<file path="src/rtl/ecg_buf_pkg.sv">
// Shared definitions for the ping-pong ECG sample buffer (writer and pair reader).
package ecg_buf_pkg;

    localparam int DATA_W_DEF    = 12;
    localparam int ADDR_W_DEF    = 12;
    localparam int FRAME_LEN_DEF = 2048;

    // Address MSB selects the bank; the reader decodes the same bit.
    localparam int BANK_BIT = ADDR_W_DEF - 1;

    typedef enum logic [1:0] {
        FILL     = 2'd0,
        PAD      = 2'd1,
        WAIT_REL = 2'd2
    } wr_state_e;

    function automatic int bank_bit_pos(input int addr_w);
        return addr_w - 1;
    endfunction

endpackage

</file>
<file path="src/rtl/toggle_edge_det.sv">
// Flags any level change on a toggle input relative to the previous cycle.
module toggle_edge_det (
    input  logic clk,
    input  logic i_tog,
    output logic o_edge
);

    logic r_tog_q;

    // Sampled every cycle, reset included, so a toggle during reset is not seen as a release.
    always_ff @(posedge clk) begin
        r_tog_q <= i_tog;
    end

    assign o_edge = i_tog ^ r_tog_q;

endmodule

</file>
<file path="src/rtl/pingpong_sample_writer.sv">
// Write side of the ping-pong sample buffer: fills one BRAM bank per frame,
// pads odd-length flushed frames to an even count and stalls until the reader frees a bank.
module pingpong_sample_writer
    import ecg_buf_pkg::*;
#(
    parameter int DATA_W    = DATA_W_DEF,
    parameter int ADDR_W    = ADDR_W_DEF,
    parameter int FRAME_LEN = FRAME_LEN_DEF
) (
    input  logic              clk,
    input  logic              rst,
    input  logic [DATA_W-1:0] s_data,
    input  logic              s_valid,
    output logic              s_ready,
    input  logic              flush,
    input  logic              rd_switch,
    output logic              wea,
    output logic [ADDR_W-1:0] addr_w,
    output logic [DATA_W-1:0] dina,
    output logic [ADDR_W-1:0] load,
    output logic              frame_done,
    output logic              wr_bank
);

    localparam int                BANK     = bank_bit_pos(ADDR_W);
    localparam int                IDX_W    = ADDR_W - 1;
    localparam logic [IDX_W-1:0]  LAST_IDX = IDX_W'(FRAME_LEN - 1);

    wr_state_e         r_state;
    wr_state_e         w_state_next;
    logic [IDX_W-1:0]  r_idx;
    logic [IDX_W-1:0]  w_idx_next;
    logic [1:0]        r_full;
    logic [1:0]        w_full_rel;
    logic [1:0]        w_full_next;
    logic              r_wr_bank;
    logic              r_s_ready;
    logic              r_wea;
    logic [ADDR_W-1:0] r_addr_w;
    logic [DATA_W-1:0] r_dina;
    logic [ADDR_W-1:0] r_load;
    logic [ADDR_W-1:0] w_load_next;
    logic              r_frame_done;
    logic              w_close;
    logic              w_pad;
    logic              w_xfer;
    logic              w_rel;

    toggle_edge_det u_rel_det (
        .clk    (clk),
        .i_tog  (rd_switch),
        .o_edge (w_rel)
    );

    assign w_xfer = s_valid && r_s_ready;

    always_comb begin
        w_state_next = r_state;
        w_idx_next   = r_idx;
        w_load_next  = r_load;
        w_close      = 1'b0;
        w_pad        = 1'b0;
        w_full_rel   = r_full;

        // While stalled both banks are full and the reader is freeing the one we want next.
        if (w_rel) begin
            if (r_state == WAIT_REL) begin
                w_full_rel[r_wr_bank] = 1'b0;
            end else begin
                w_full_rel[~r_wr_bank] = 1'b0;
            end
        end

        case (r_state)
            FILL: begin
                if (w_xfer) begin
                    w_idx_next = r_idx + 1'b1;
                    if (r_idx == LAST_IDX) begin
                        w_close     = 1'b1;
                        w_load_next = ADDR_W'(r_idx);
                    end else if (flush) begin
                        if (!r_idx[0]) begin
                            w_state_next = PAD;
                        end else begin
                            w_close     = 1'b1;
                            w_load_next = ADDR_W'(r_idx);
                        end
                    end
                end else if (flush && (r_idx != '0)) begin
                    if (r_idx[0]) begin
                        w_state_next = PAD;
                    end else begin
                        w_close     = 1'b1;
                        w_load_next = ADDR_W'(r_idx - 1'b1);
                    end
                end
            end
            PAD: begin
                w_pad       = 1'b1;
                w_close     = 1'b1;
                w_load_next = ADDR_W'(r_idx);
            end
            WAIT_REL: begin
                if (!w_full_rel[r_wr_bank]) begin
                    w_state_next = FILL;
                end
            end
            default: begin
                w_state_next = FILL;
            end
        endcase

        w_full_next = w_full_rel;
        if (w_close) begin
            w_full_next[r_wr_bank] = 1'b1;
            w_idx_next             = '0;
            w_state_next           = w_full_rel[~r_wr_bank] ? WAIT_REL : FILL;
        end
    end

    always_ff @(posedge clk) begin
        if (rst) begin
            r_state      <= FILL;
            r_idx        <= '0;
            r_full       <= '0;
            r_wr_bank    <= 1'b0;
            r_s_ready    <= 1'b0;
            r_wea        <= 1'b0;
            r_addr_w     <= '0;
            r_dina       <= '0;
            r_load       <= '0;
            r_frame_done <= 1'b0;
        end else begin
            r_state      <= w_state_next;
            r_idx        <= w_idx_next;
            r_full       <= w_full_next;
            // One dead cycle after every close keeps handover and the next frame apart.
            r_s_ready    <= (w_state_next == FILL) && !w_close;
            r_frame_done <= w_close;
            r_load       <= w_load_next;
            r_wea        <= w_xfer || w_pad;
            if (w_close) begin
                r_wr_bank <= ~r_wr_bank;
            end
            if (w_xfer || w_pad) begin
                r_addr_w[BANK]      <= r_wr_bank;
                r_addr_w[BANK-1:0]  <= r_idx;
                r_dina              <= w_pad ? '0 : s_data;
            end
        end
    end

    assign s_ready    = r_s_ready;
    assign wea        = r_wea;
    assign addr_w     = r_addr_w;
    assign dina       = r_dina;
    assign load       = r_load;
    assign frame_done = r_frame_done;
    assign wr_bank    = r_wr_bank;

endmodule

</file>
<file path="config.mk">
export PLATFORM = sky130hd
export DESIGN_NAME = pingpong_sample_writer
export DESIGN_NICKNAME = d
export VERILOG_FILES = /design/src/rtl/ecg_buf_pkg.sv /design/src/rtl/toggle_edge_det.sv /design/src/rtl/pingpong_sample_writer.sv
export SDC_FILE = /design/constraint.sdc
export NUM_CORES = 1
export LEC_CHECK = 0
export ABC_AREA = 0
export BUFFER_PORTS_ARGS = -buffer_cell sky130_fd_sc_hd__buf_2
export CORE_AREA = 2 2 75 70
export CTS_CLUSTER_SIZE = 20
export DETAILED_ROUTE_END_ITERATION = 12
export DIE_AREA = 0 0 77 72
export GPL_TIMING_DRIVEN = 0
export PLACE_DENSITY = 0.77
export SLEW_MARGIN = 20
export SYNTH_ARGS = -nofsm -noshare
export SYNTH_HDL_FRONTEND = slang
export SYNTH_SLANG_ARGS = --single-unit
</file>
<file path="constraint.sdc">
create_clock -name clk -period 2.4 [get_ports clk]
set_input_delay 0.48 -clock clk [delete_from_list [all_inputs] [get_ports clk]]
set_output_delay 0.48 -clock clk [all_outputs]
set_load 0.05 [all_outputs]
</file>
Yosys cells after proc, flatten, opt, wreduce, memory -nomap -nowiden
Index checks and enable logic that the tools add are counted.

Bits in registers: 56. ROM bits: 0. Latch bits: 0. Memories kept: 0. Memory bits (writable): 0.

Shift operators: 0. Div/mod/pow operators: 0. Add/sub/neg operators: 2. Bitwise logic cells: 7. Multiplexer cells: 37. Multipliers: 0. $lt $le $gt $ge: 4. Equality and inequality tests: 7. Reduce and logical (&&, ||, !) cells: 14.

Operators by type and width (count): 12-bit 2-to-1 mux (7); 2-bit 2-to-1 mux (12); 12-bit case mux with 2 select lines (1); 1-bit 2-to-1 mux (13); 11-bit by 1-bit subtractor with 12-bit output, second input constant (1); 11-bit by 1-bit adder with 11-bit output, second input constant (1); 11-bit equality test, second input constant (1); 11-bit nonzero test (1); 4-bit != test, second input constant (2); 3-bit != test, second input constant (2); 2-bit case mux with 3 select lines (1); 1-bit logical AND (5); 5-bit AND reduction (1); 2-bit bitwise AND (2); 2-bit logical NOT (2); 1-bit by 2-bit less-than comparator with 1-bit output, second input constant (2); 2-bit NOT (2); 1-bit demux with 1-bit select (2); 2-bit by 1-bit equality test with 1-bit output, second input constant (1); 2-bit equality test, second input constant (1); 1-bit greater-or-equal comparator, second input constant (2); 2-bit OR (1); 1-bit case mux with 2 select lines (1); 2-bit AND reduction (1); 6 further kinds (6).

Longest topological paths before layout
Gate-level depths: netlist (run 1).

Depth in word-level cells: 16. Gate-level depth with buffers: 9.

Hierarchy
From an unflattened synthesis (run 1), not the netlist that was laid out.

Cell total of the unflattened synthesis: 290. Area, all modules: 2491.1 sq um.

By module, submodules not included: pingpong_sample_writer (cells an instance 288, times used 1, area an instance 2462.4 sq um); toggle_edge_det (cells an instance 2, times used 1, area an instance 28.8 sq um).

Least setup slack after synthesis (run 1)
No wires, ideal clock.

Path type: register to register. From: register r_idx[0]. To: register r_load[9] (netlist: load[9]). Required time: 2314 ps. Arrival time: 1796 ps. Cell stages (with the launch flop): 10. Slack: 519 ps. Buffers on the path: 2. Setup time: 86 ps. Cell sequence: dfxtp_1 clkbuf_1 inv_1 ha_1 nor3b_1 a31oi_1 o221a_2 buf_2 nor2_1 a211oi_1.

Longest elaborated chain between the ends: 5. Elaborated cells on any way between the ends: 14. Those cells by class: add/sub (1); eq/ne (5); mux (5); reduce/logical (3).

Ends and longest elaborated chain: start, declared (RTL line pingpong_sample_writer.sv:31) `logic [IDX_W-1:0] r_idx;`; start signal, assigned (RTL line pingpong_sample_writer.sv:135) `r_idx <= w_idx_next;`; 11-bit by 1-bit subtractor with 12-bit output (RTL line pingpong_sample_writer.sv:94) `w_load_next = ADDR_W'(r_idx - 1'b1);`; 12-bit 2-to-1 mux (RTL line pingpong_sample_writer.sv:90) `if (r_idx[0]) begin`; 12-bit 2-to-1 mux (RTL line pingpong_sample_writer.sv:89) `end else if (flush && (r_idx != '0)) begin`; 12-bit 2-to-1 mux (RTL line pingpong_sample_writer.sv:76) `if (w_xfer) begin`; 12-bit case mux with 2 select lines (RTL line pingpong_sample_writer.sv:74) `case (r_state)`; end signal, assigned (RTL line pingpong_sample_writer.sv:140) `r_load <= w_load_next;`; end, declared (RTL line pingpong_sample_writer.sv:41) `logic [ADDR_W-1:0] r_load;`.

Several ways; a longest one is shown, not always the timed one. The select of a mux whose other input is x is not followed. A chain may end at the register's enable or synchronous reset.

Worst setup path in the final report (run 1)
From: register r_idx[0]. To: register r_load[1] (netlist: load[1]).

Same word-level chain as after synthesis.

==> summary.md, run 1 <==
| Metric | Value |
|---|---|
| Outcome | finished, final reports clean |
| DRT Pass-1 Iters | 4 |
| P_leak | 0.00125 uW |
| Core area | 4740 um2 |
| VDD IR max | 0.527 mV |
| Post-DP HPWL | 4050 um |
| Post-Syn Nets | 319 |
| CP peak stage delay | 0.35 ns |
| Setup TNS | 0 ns |
| CTS clock-pin slew for the worst setup and hold paths | 0.10 ns |
| Nets | 382 |
| CTS Hold Bufs | 0 |
| Sink Count | 56 |
| RSZ-0062 raised after global routing | no |
| EDFF count, synth | 0 |
| Largest net degree at the start of global routing | 19 |
| Non-filler cells in the finished layout | 428 |
| Required time worst endpoint | 2.64 ns |
| Final ANT Viol Nets | 0 |
| Row cnt | 24 |
| Syn Std Cell Area | 2460 um2 |
| Worst slew pin tran | 0.629 ns |
| Hold Crit Class | in2reg |
| Clk_lat worst skew | 0.32 ns |
| WP buf/inv | 3 |
| DIE WIDTH | 77 um |
| First-pass GRT wire length | 9040 um |
| Initial antenna violation count | 0 |
| Hold Vio Cnt, Final | 0 |
| Final Setup Violations | 0 |
| Fmax | 465 MHz |
| Post-CTS setup buffer count | 0 |
| Worst setup EP type | flop |
| Stages on worst setup path | 9 |
| Final count of pins violating max slew | 0 |
| Layout cell share with drive strength beyond 1 | 22.9% |
| Filler cells | 458 |
| Worst slack, placed | 0.147 ns |
| Sequential-to-total area share from yosys stat | 45.6% |
| Crit path launch type | flop |
| Clk buf depth | 2 |
| Reg-to-reg startpoint | r_idx[0] |
| Drt via density | 5.15 |
| Largest delay share family, worst path | compound AO/OA/AOI/OAI gates |
| H-tree depth | 2 |
| Critical R2R Capture | load[1] |
| Gate Count Post-Synth | 299 |
| Reg2reg setup slack | 0.25 ns |
| Count of different cell masters after synthesis | 41 |
| WP data arrival | 2.39 ns |
| Final WS setup | 0.250 ns |
| DRC | 0 |
| Final worst-path cycle share | 89.6% |
| Max-slew headroom | 58.0% |
| Die area | 5540 um2 |
| Inserted Clock Buffers | 5 |
| Vias in the first global route | 2,021 |
| Final GP Congestion | 0.908 |
| DR iter-0 viols | 145 |
| Ys async rst share | 0% |
| Routed wire per std cell | 12.9 um |
| All-Layer GR Usage | 20.0% |
| Diodes inserted | 0 |
| Critical-path cell list | clkbuf_2 > inv_1 > ha_1 > nor3b_1 > a31oi_1 > o221a_2 > buf_2 > o211ai_1 > a21oi_1 |
| Worst clock skew | 0.0108 ns |
| Routed vias | 2,206 |
| IO Pins | 57 |
| Synth Warn # | 0 |
| Power Dens Cells | 1130 nW/um2 |
| Starting Density | 51.8% |
| Crit path to | load[1] |
| Remaining Overflow, GRT | 0 |
| #FFs+latches synth | 56 |
| Post-synth top flop | dfxtp_1 |
| IO buf count | 56 |
| Clock root buffer | clkbuf_8 |
| Max_cap viols | 0 |
| Area grow syn2layout | 19.5% |
| Worst Path Class, Setup | reg2reg |
| Worst Setup SP | r_idx[0] |
| WL final | 5510 um |
| Placed cell count | 420 |
| Crit path time final | 2.15 ns |
| Die Y | 72 um |
| Slowest cell on the critical path | dfxtp_1 |
| Avg Synthesized Cell Area | 8.21 um2 |
| Reg2reg path depth | 9 |
| CTS tree | built |
| Resize count post-CTS | 0 |
| Crit path max fanout | 10 |
cell usage after synthesis, drive strengths merged, types with 3 or more instances:
| library cell | n | area [um2] |
|---|---|---|
| dfxtp | 56 | 1120 |
| inv | 5 | 18.8 |
| nor3 | 4 | 20.0 |
| a211oi | 10 | 75.1 |
| clkbuf | 14 | 53.8 |
| nor2 | 33 | 126 |
| nand3 | 11 | 55.1 |
| nand2b | 4 | 25.0 |
| xor2 | 13 | 114 |
| and3 | 3 | 18.8 |
| nand4 | 7 | 43.8 |
| buf | 11 | 81.3 |
| xnor2 | 7 | 61.3 |
| a31oi | 4 | 25.0 |
| ha | 3 | 37.5 |
| a21oi | 28 | 140 |
| nand2 | 63 | 236 |
sequential cells by signal, summed over array words and instances (netlist names):
register	flops
addr_w	12
load	12
wea	1
r_idx	11
r_full	2
dina	12
s_ready	1
frame_done	1
wr_bank	1
r_state	2
u_rel_det.r_tog_q	1
how the worst min path moves through the flow:
| stage | from | to | slack [ns] | cells past startpoint |
|---|---|---|---|---|
| finish | rd_switch | u_rel_det.r_tog_q | 0.29 | 1 |
| global route | rd_switch | u_rel_det.r_tog_q | 0.29 | 1 |
| global placement | addr_w[10] | addr_w[10] | 0.44 | 2 |
| detailed placement | addr_w[9] | addr_w[9] | 0.44 | 2 |
| floorplan | r_full[0] | r_state[1] | 0.49 | 2 |
| CTS | rd_switch | u_rel_det.r_tog_q | 0.29 | 1 |
where the power goes:
group	leakage, uW	total [uW]	switching, uW	internal (uW)
Sequential	0.000456	1200	101	1100
Combinational	0.000742	1490	1050	443
Clock	0.0000548	628	314	315
cells by family (layout without fill, tap and decap cells):
group | after synthesis | count (layout) | synth area share, %
flip-flops | 56 | 56 | 45.6
adder cells (fa/ha/maj) | 3 | 3 | 1.53
XOR/XNOR | 20 | 20 | 7.13
buffers and inverters | 30 | 94 | 6.27
AO/OA/AOI/OAI | 51 | 51 | 12.9
AND/OR/NAND/NOR | 137 | 137 | 25.6
multiplexers | 2 | 2 | 0.866
placed cells by master, fill, tap and decap left out, types with 2 or more instances in the layout:
cell type	n
nand2_1	63
buf_2	61
dfxtp_1	56
nor2_1	32
a21oi_1	28
xor2_1	13
clkbuf_1	12
nand3_1	11
a211oi_1	10
nand4_1	7
xnor2_1	7
inv_1	5
clkbuf_8	5
buf_6	4
nor3_1	4
nand2b_1	4
a31oi_1	4
and3_1	3
ha_1	3
clkbuf_2	2
nor3b_1	2
and2_1	2
o21ai_0	2
nor2b_1	2
cell type report:
class | instances | area, um2 | area share (%)
Sequential cell | 56 | 1120 | 38.2
Timing Repair Buffer | 56 | 280 | 9.55
Multi-Input combinational cell | 213 | 1180 | 40.3
Clock inverter | 3 | 46.3 | 1.58
Inverter | 5 | 18.8 | 0.640
Clock buffer | 5 | 68.8 | 2.35
Buffer | 25 | 136 | 4.65
Tap cell | 65 | 81.3 | 2.77
per-layer routing:
metal | vias up | GRT usage, % | wire length (um)
met2 | 58 | 32.5 | 2550
li1 | 1131 | - | -
met5 | - | 0 | 0
met1 | 1013 | 27.4 | 2670
met3 | 4 | 3.11 | 245
met4 | 0 | 7.54 | 51
through the flow:
stage	total power, uW	cell area, um2	utilization (%)	hold slack, ns
after detailed placement	2710	2820	59.4	0.441
after global routing	3510	2930	61.8	0.290
after CTS	3330	2930	61.8	0.293
after floorplan	2380	2460	-	0.486
final	3320	2930	61.8	0.293
after global placement	2670	2820	59.4	0.439
(Power assumes the default switching activity.)
==> run 2: changes to the inputs <==
CORE_AREA = 2 2 76 71   (was 2 2 75 70)
DIE_AREA = 0 0 78 73   (was 0 0 77 72)
PLACE_DENSITY = 0.76   (was 0.77)
SYNTH_HIERARCHICAL = 1   (was not set)
==> run 2 against run 1 <==
Largest cell class unchanged. Worst setup slack improved by 0.025 ns. Sequential cell count unchanged. Critical endpoint is now load[7]. Clock skew is 0.0031 ns lower. Combinational power down 27%.
==> summary.md, run 2 <==
| Metric | Value |
|---|---|
| CTS clock-pin slew for the worst setup and hold paths | 0.10 ns |
| Largest net degree at the start of global routing | 19 |
| H-tree depth | 2 |
| Mux share of post-synthesis cell area | 1.21% |
| Post-synthesis simple-gate area fraction | 25.4% |
| Sequential-to-total area share from yosys stat | 45.0% |
| Remaining Overflow, GRT | 0 |
| Synth cell count leaders | dfxtp_1 (56), nand2_1 (55), nor2_1 (33) |
| Final GP Congestion | 0.885 |
| Worst clock skew | 0.00765 ns |
| Required time worst endpoint | 2.63 ns |
| WP data arrival | 2.36 ns |
| Outcome | finished, final reports clean |
| DRT Pass-1 Iters | 4 |
| Fmax | 471 MHz |
| VDD IR max | 0.420 mV |
| CTS tree | built |
| Hold Crit Class | in2reg |
| Most frequent cells in the layout | buf_2 (60), dfxtp_1 (56), nand2_1 (55) |
| Synth Area in Compound Gates | 12.9% |
| Worst setup EP type | flop |
| Post-CTS setup buffer count | 0 |
| Fin util | 59.4% |
| Initial antenna violation count | 0 |
| Largest family of logic cells by synthesized area | simple AND/OR/NAND/NOR gates |
| Post-synth top flop | dfxtp_1 |
| Post-Syn Nets | 310 |
| Ys async rst share | 0% |
| Filler cells | 463 |
| Vias in the first global route | 1,945 |
| Area grow syn2layout | 19.2% |
| Count of different cell masters after synthesis | 42 |
| Clock root buffer | clkbuf_8 |
| Die area | 5690 um2 |
| Final worst-path cycle share | 88.5% |
| Max_cap viols | 0 |
| Area share of the largest cell type after synthesis | 45.0% |
| Gate Count Post-Synth | 290 |
| Layout cell share with drive strength beyond 1 | 25.1% |
| Most numerous cell in the Yosys netlist | dfxtp_1 |
| Starting Density | 49.8% |
| Final ANT Viol Nets | 0 |
| First-pass GRT wire length | 8690 um |
| Area contributors post-synth | dfxtp_1 (45%), nand2_1 (8.3%), a21oi_1 (6.4%), nor2_1 (5.0%), xnor2_1 (3.5%) |
| Most common library cell in the layout ignoring fill and taps | buf_2 |
| Routed vias | 2,154 |
| Core area | 5000 um2 |
| IO Pins | 57 |
| Sink Count | 56 |
| Worst slew pin tran | 0.494 ns |
| Row cnt | 25 |
| Clk buf depth | 2 |
| Post-synthesis adder-cell area fraction | 1.51% |
| WL final | 5410 um |
| Nets | 373 |
| Routed wire per std cell | 12.8 um |
| WHS | 0.288 ns |
| Largest area contributor in the netlist | dfxtp_1 |
| Final count of pins violating max slew | 0 |
| Crit path time final | 2.12 ns |
| DIE WIDTH | 78 um |
| Diodes inserted | 0 |
| Avg Synthesized Cell Area | 8.59 um2 |
| Post-DP HPWL | 3980 um |
| Power Dens Cells | 951 nW/um2 |
| Hold Vio Cnt, Final | 0 |
| Crit path max fanout | 10 |
| Total power draw | 2820 uW |
| XOR/XNOR share of the synthesized area | 7.03% |
| Drt via density | 5.12 |
| CTS Hold Bufs | 0 |
| Setup TNS | 0 ns |
| EDFF count, synth | 0 |
| P_leak | 0.00125 uW |
| Synth Warn # | 6 |
| Resize count post-CTS | 0 |
| Clk_lat worst skew | 0.32 ns |
| Inserted Clock Buffers | 5 |
| DRC | 0 |
| Max-slew headroom | 67.1% |
| Final Setup Violations | 0 |
| #FFs+latches synth | 56 |
| IO buf count | 56 |
| DR iter-0 viols | 87 |
| RSZ-0062 raised after global routing | no |
| Die Y | 73 um |
| Syn Std Cell Area | 2490 um2 |
| Worst Path Class, Setup | reg2reg |
| All-Layer GR Usage | 19.4% |
| Crit path launch type | flop |
## run 2: stage by stage
stage	cell area [um2]	worst slack, ns	instances
floorplan	2490	0.422	290
global placement	2860	0.372	413
detailed placement	2860	0.309	413
CTS	2970	0.270	421
global route	2970	0.0496	421
finish	2970	0.276	421
## run 2: area by class of cell
type	count	area [um2]	area share, %
clock inverters	3	46.3	1.56
clock buffers	5	68.8	2.32
flip-flops and latches	56	1120	37.7
inverters	4	15.0	0.505
plain buffers	24	159	5.35
multi-input cells	206	1200	40.3
repair buffers	56	280	9.44
well taps	67	83.8	2.82
## run 2: path summary, 6_finish.rpt
kind | slack [ns] | to | cells past startpoint | startpoint
worst max-delay path | 0.28 | load[7] | 10 | r_idx[0]
worst min-delay path | 0.29 | u_rel_det/r_tog_q | 1 | rd_switch
worst max register to register | 0.28 | load[7] | 10 | r_idx[0]
worst min register to register | 0.45 | addr_w[10] | 2 | addr_w[10]
## run 2: cells by family after synthesis
| group | Yosys count |
|---|---|
| AND/OR/NAND/NOR | 129 |
| buffers and inverters | 28 |
| adder cells (fa/ha/maj) | 3 |
| flip-flops | 56 |
| multiplexers | 3 |
| XOR/XNOR | 20 |
| AO/OA/AOI/OAI | 51 |
## run 2: power by group
part           total (uW)  internal, uW  leakage, uW  switching [uW]
Sequential           1100          1040     0.000455            60.4
Clock                 635           315    0.0000548             320
Combinational        1090           331     0.000741             755
## run 2: worst max-delay path, cell delays in order (launching register included)
cell	delay (ns)
dfxtp_1	0.34
clkbuf_1	0.33
inv_1	0.16
ha_1	0.22
nor3b_1	0.14
nand4_1	0.09
o211a_1	0.19
buf_6	0.16
buf_6	0.15
nor2_1	0.05
a211oi_1	0.21
## run 2: metal layers
metal / part of all wire, % / vias to the layer above / track usage, %
met5: 0 / - / 0
met4: 2.2 / 0 / 9.16
met3: 6.5 / 12 / 5.20
met2: 46 / 62 / 32.0
met1: 46 / 986 / 23.9
li1: - / 1094 / -
==> run 3: changes to the inputs <==
clock period = 2.2 ns   (was 2.4 ns; I/O delays follow)
==> run 3 against run 2 <==
Sequential cell count unchanged. Sequential power increased by 9%. Final area about the same. Via count decreased by 0.37%. Register-to-register slack got worse by 0.09 ns. Clock power increased by 9.0%. Fmax increased by 5.3%. Worst setup slack got worse by 0.093 ns. Core utilization about the same. Final cell count unchanged. Clock-buffer cell count unchanged. Routed wire length about the same. Critical endpoint is now s_ready. Largest power group unchanged.
==> summary.md, run 3 (synthesized netlist as in run 2, its figures left out) <==
| Metric | Value |
|---|---|
| Outcome | finished, final reports clean |
| Worst slew pin tran | 0.497 ns |
| Die area | 5690 um2 |
| Post-DP HPWL | 3980 um |
| Largest net degree at the start of global routing | 19 |
| Diodes inserted | 0 |
| Clk_lat worst skew | 0.32 ns |
| Worst Path Class, Setup | reg2reg |
| Routed vias | 2,146 |
| Max-slew headroom | 66.9% |
| Row cnt | 25 |
| Largest delay share family, worst path | simple AND/OR/NAND/NOR gates |
| Core area | 5000 um2 |
| CTS tree | built |
| WL final | 5410 um |
| Slowest cell on the critical path | or4_4 |
| Setup TNS | 0 ns |
| H-tree depth | 2 |
| Vias in the first global route | 1,945 |
| Power Dens Cells | 1040 nW/um2 |
| DRT Pass-1 Iters | 5 |
| Inserted Clock Buffers | 5 |
| Fin util | 59.4% |
| VDD IR max | 0.458 mV |
| Routed wire per std cell | 12.8 um |
| Hold Vio Cnt, Final | 0 |
| Starting Density | 49.8% |
| CTS clock-pin slew for the worst setup and hold paths | 0.10 ns |
| WHS | 0.248 ns |
| Required time worst endpoint | 2.45 ns |
| Final WS setup | 0.183 ns |
| Crit path launch type | flop |
| Die Y | 73 um |
| Worst setup EP type | flop |
| Nets | 373 |
| P_leak | 0.00125 uW |
| Initial antenna violation count | 0 |
| Final Setup Violations | 0 |
| RSZ-0062 raised after global routing | no |
| Crit path max fanout | 7 |
| Hold Crit Class | in2reg |
| Most common library cell in the layout ignoring fill and taps | buf_2 |
| CTS Hold Bufs | 0 |
| Total power draw | 3080 uW |
| Crit path time final | 2.02 ns |
| IO Pins | 57 |
| DIE WIDTH | 78 um |
| Area grow syn2layout | 19.3% |
| WP buf/inv | 0 |
| WP data arrival | 2.27 ns |
| IO buf count | 56 |
| Final ANT Viol Nets | 0 |
| Drt via density | 5.10 |
| CP peak stage delay | 0.52 ns |
| Worst clock skew | 0.00738 ns |
| DR iter-0 viols | 78 |
| Max_cap viols | 0 |
| All-Layer GR Usage | 19.4% |
| Most frequent cells in the layout | buf_2 (60), dfxtp_1 (56), nand2_1 (55) |
| First-pass GRT wire length | 8690 um |
| Layout cell share with drive strength beyond 1 | 25.4% |
| Post-CTS setup buffer count | 0 |
| Fmax | 496 MHz |
| Critical-path cell list | ha_1 > nand2_4 > or4_4 > a311oi_1 > or3_1 > nor3b_2 |
| Sink Count | 56 |
| Final count of pins violating max slew | 0 |
| Final worst-path cycle share | 91.7% |
| Remaining Overflow, GRT | 0 |
| Clk buf depth | 2 |
| DRC | 0 |
| Worst slack, placed | 0.109 ns |
| Clock root buffer | clkbuf_8 |
| Final GP Congestion | 0.885 |
run 3: routing by layer:
metal | vias up | global-route usage (%) | share of wire [%]
met5 | - | 0 | 0
met4 | 0 | 9.16 | 2.2
met3 | 12 | 5.20 | 6.8
met2 | 70 | 32.0 | 45
met1 | 970 | 23.9 | 46
li1 | 1094 | - | -
run 3: worst reg2reg max path, cell delays in order, from the launching register on:
cell	delay, ns
dfxtp_1	0.46
ha_1	0.29
nand2_4	0.07
or4_4	0.52
a311oi_1	0.29
or3_1	0.18
nor3b_2	0.15
run 3: area by class of cell:
type | count | area, um2
buffer | 24 | 160
clock buffer | 5 | 68.8
clock inverter | 3 | 46.3
fill | 463 | 2030
inverter | 4 | 15.0
multi-input combinational | 206 | 1200
sequential | 56 | 1120
tap | 67 | 83.8
timing repair buffer | 56 | 280
run 3: stage by stage:
step                      instances  area [um2]
after CTS                       421        2970
after global routing            421        2970
after detailed placement        413        2860
after floorplan                 290        2490
final                           421        2970
after global placement          413        2860
run 3: what timing repair did:
action	CTS	global route
resized for setup	0	2
endpoints found under the hold margin	0	0
endpoints found under the setup margin	0	15
run 3: report_power, final:
part / internal, uW / switching, uW / total [uW] / leakage, uW
Sequential: 1140 / 65.8 / 1200 / 0.000455
Combinational: 363 / 824 / 1190 / 0.000744
Clock: 343 / 349 / 692 / 0.0000548
run 3: final timing paths:
| kind | cells after the start | end | slack, ns | from |
|---|---|---|---|---|
| worst max-delay path | 6 | s_ready | 0.18 | r_idx[1] |
| worst min-delay path | 1 | u_rel_det/r_tog_q | 0.25 | rd_switch |
| worst max register to register | 6 | s_ready | 0.18 | r_idx[1] |
| worst min register to register | 2 | addr_w[10] | 0.45 | addr_w[10] |
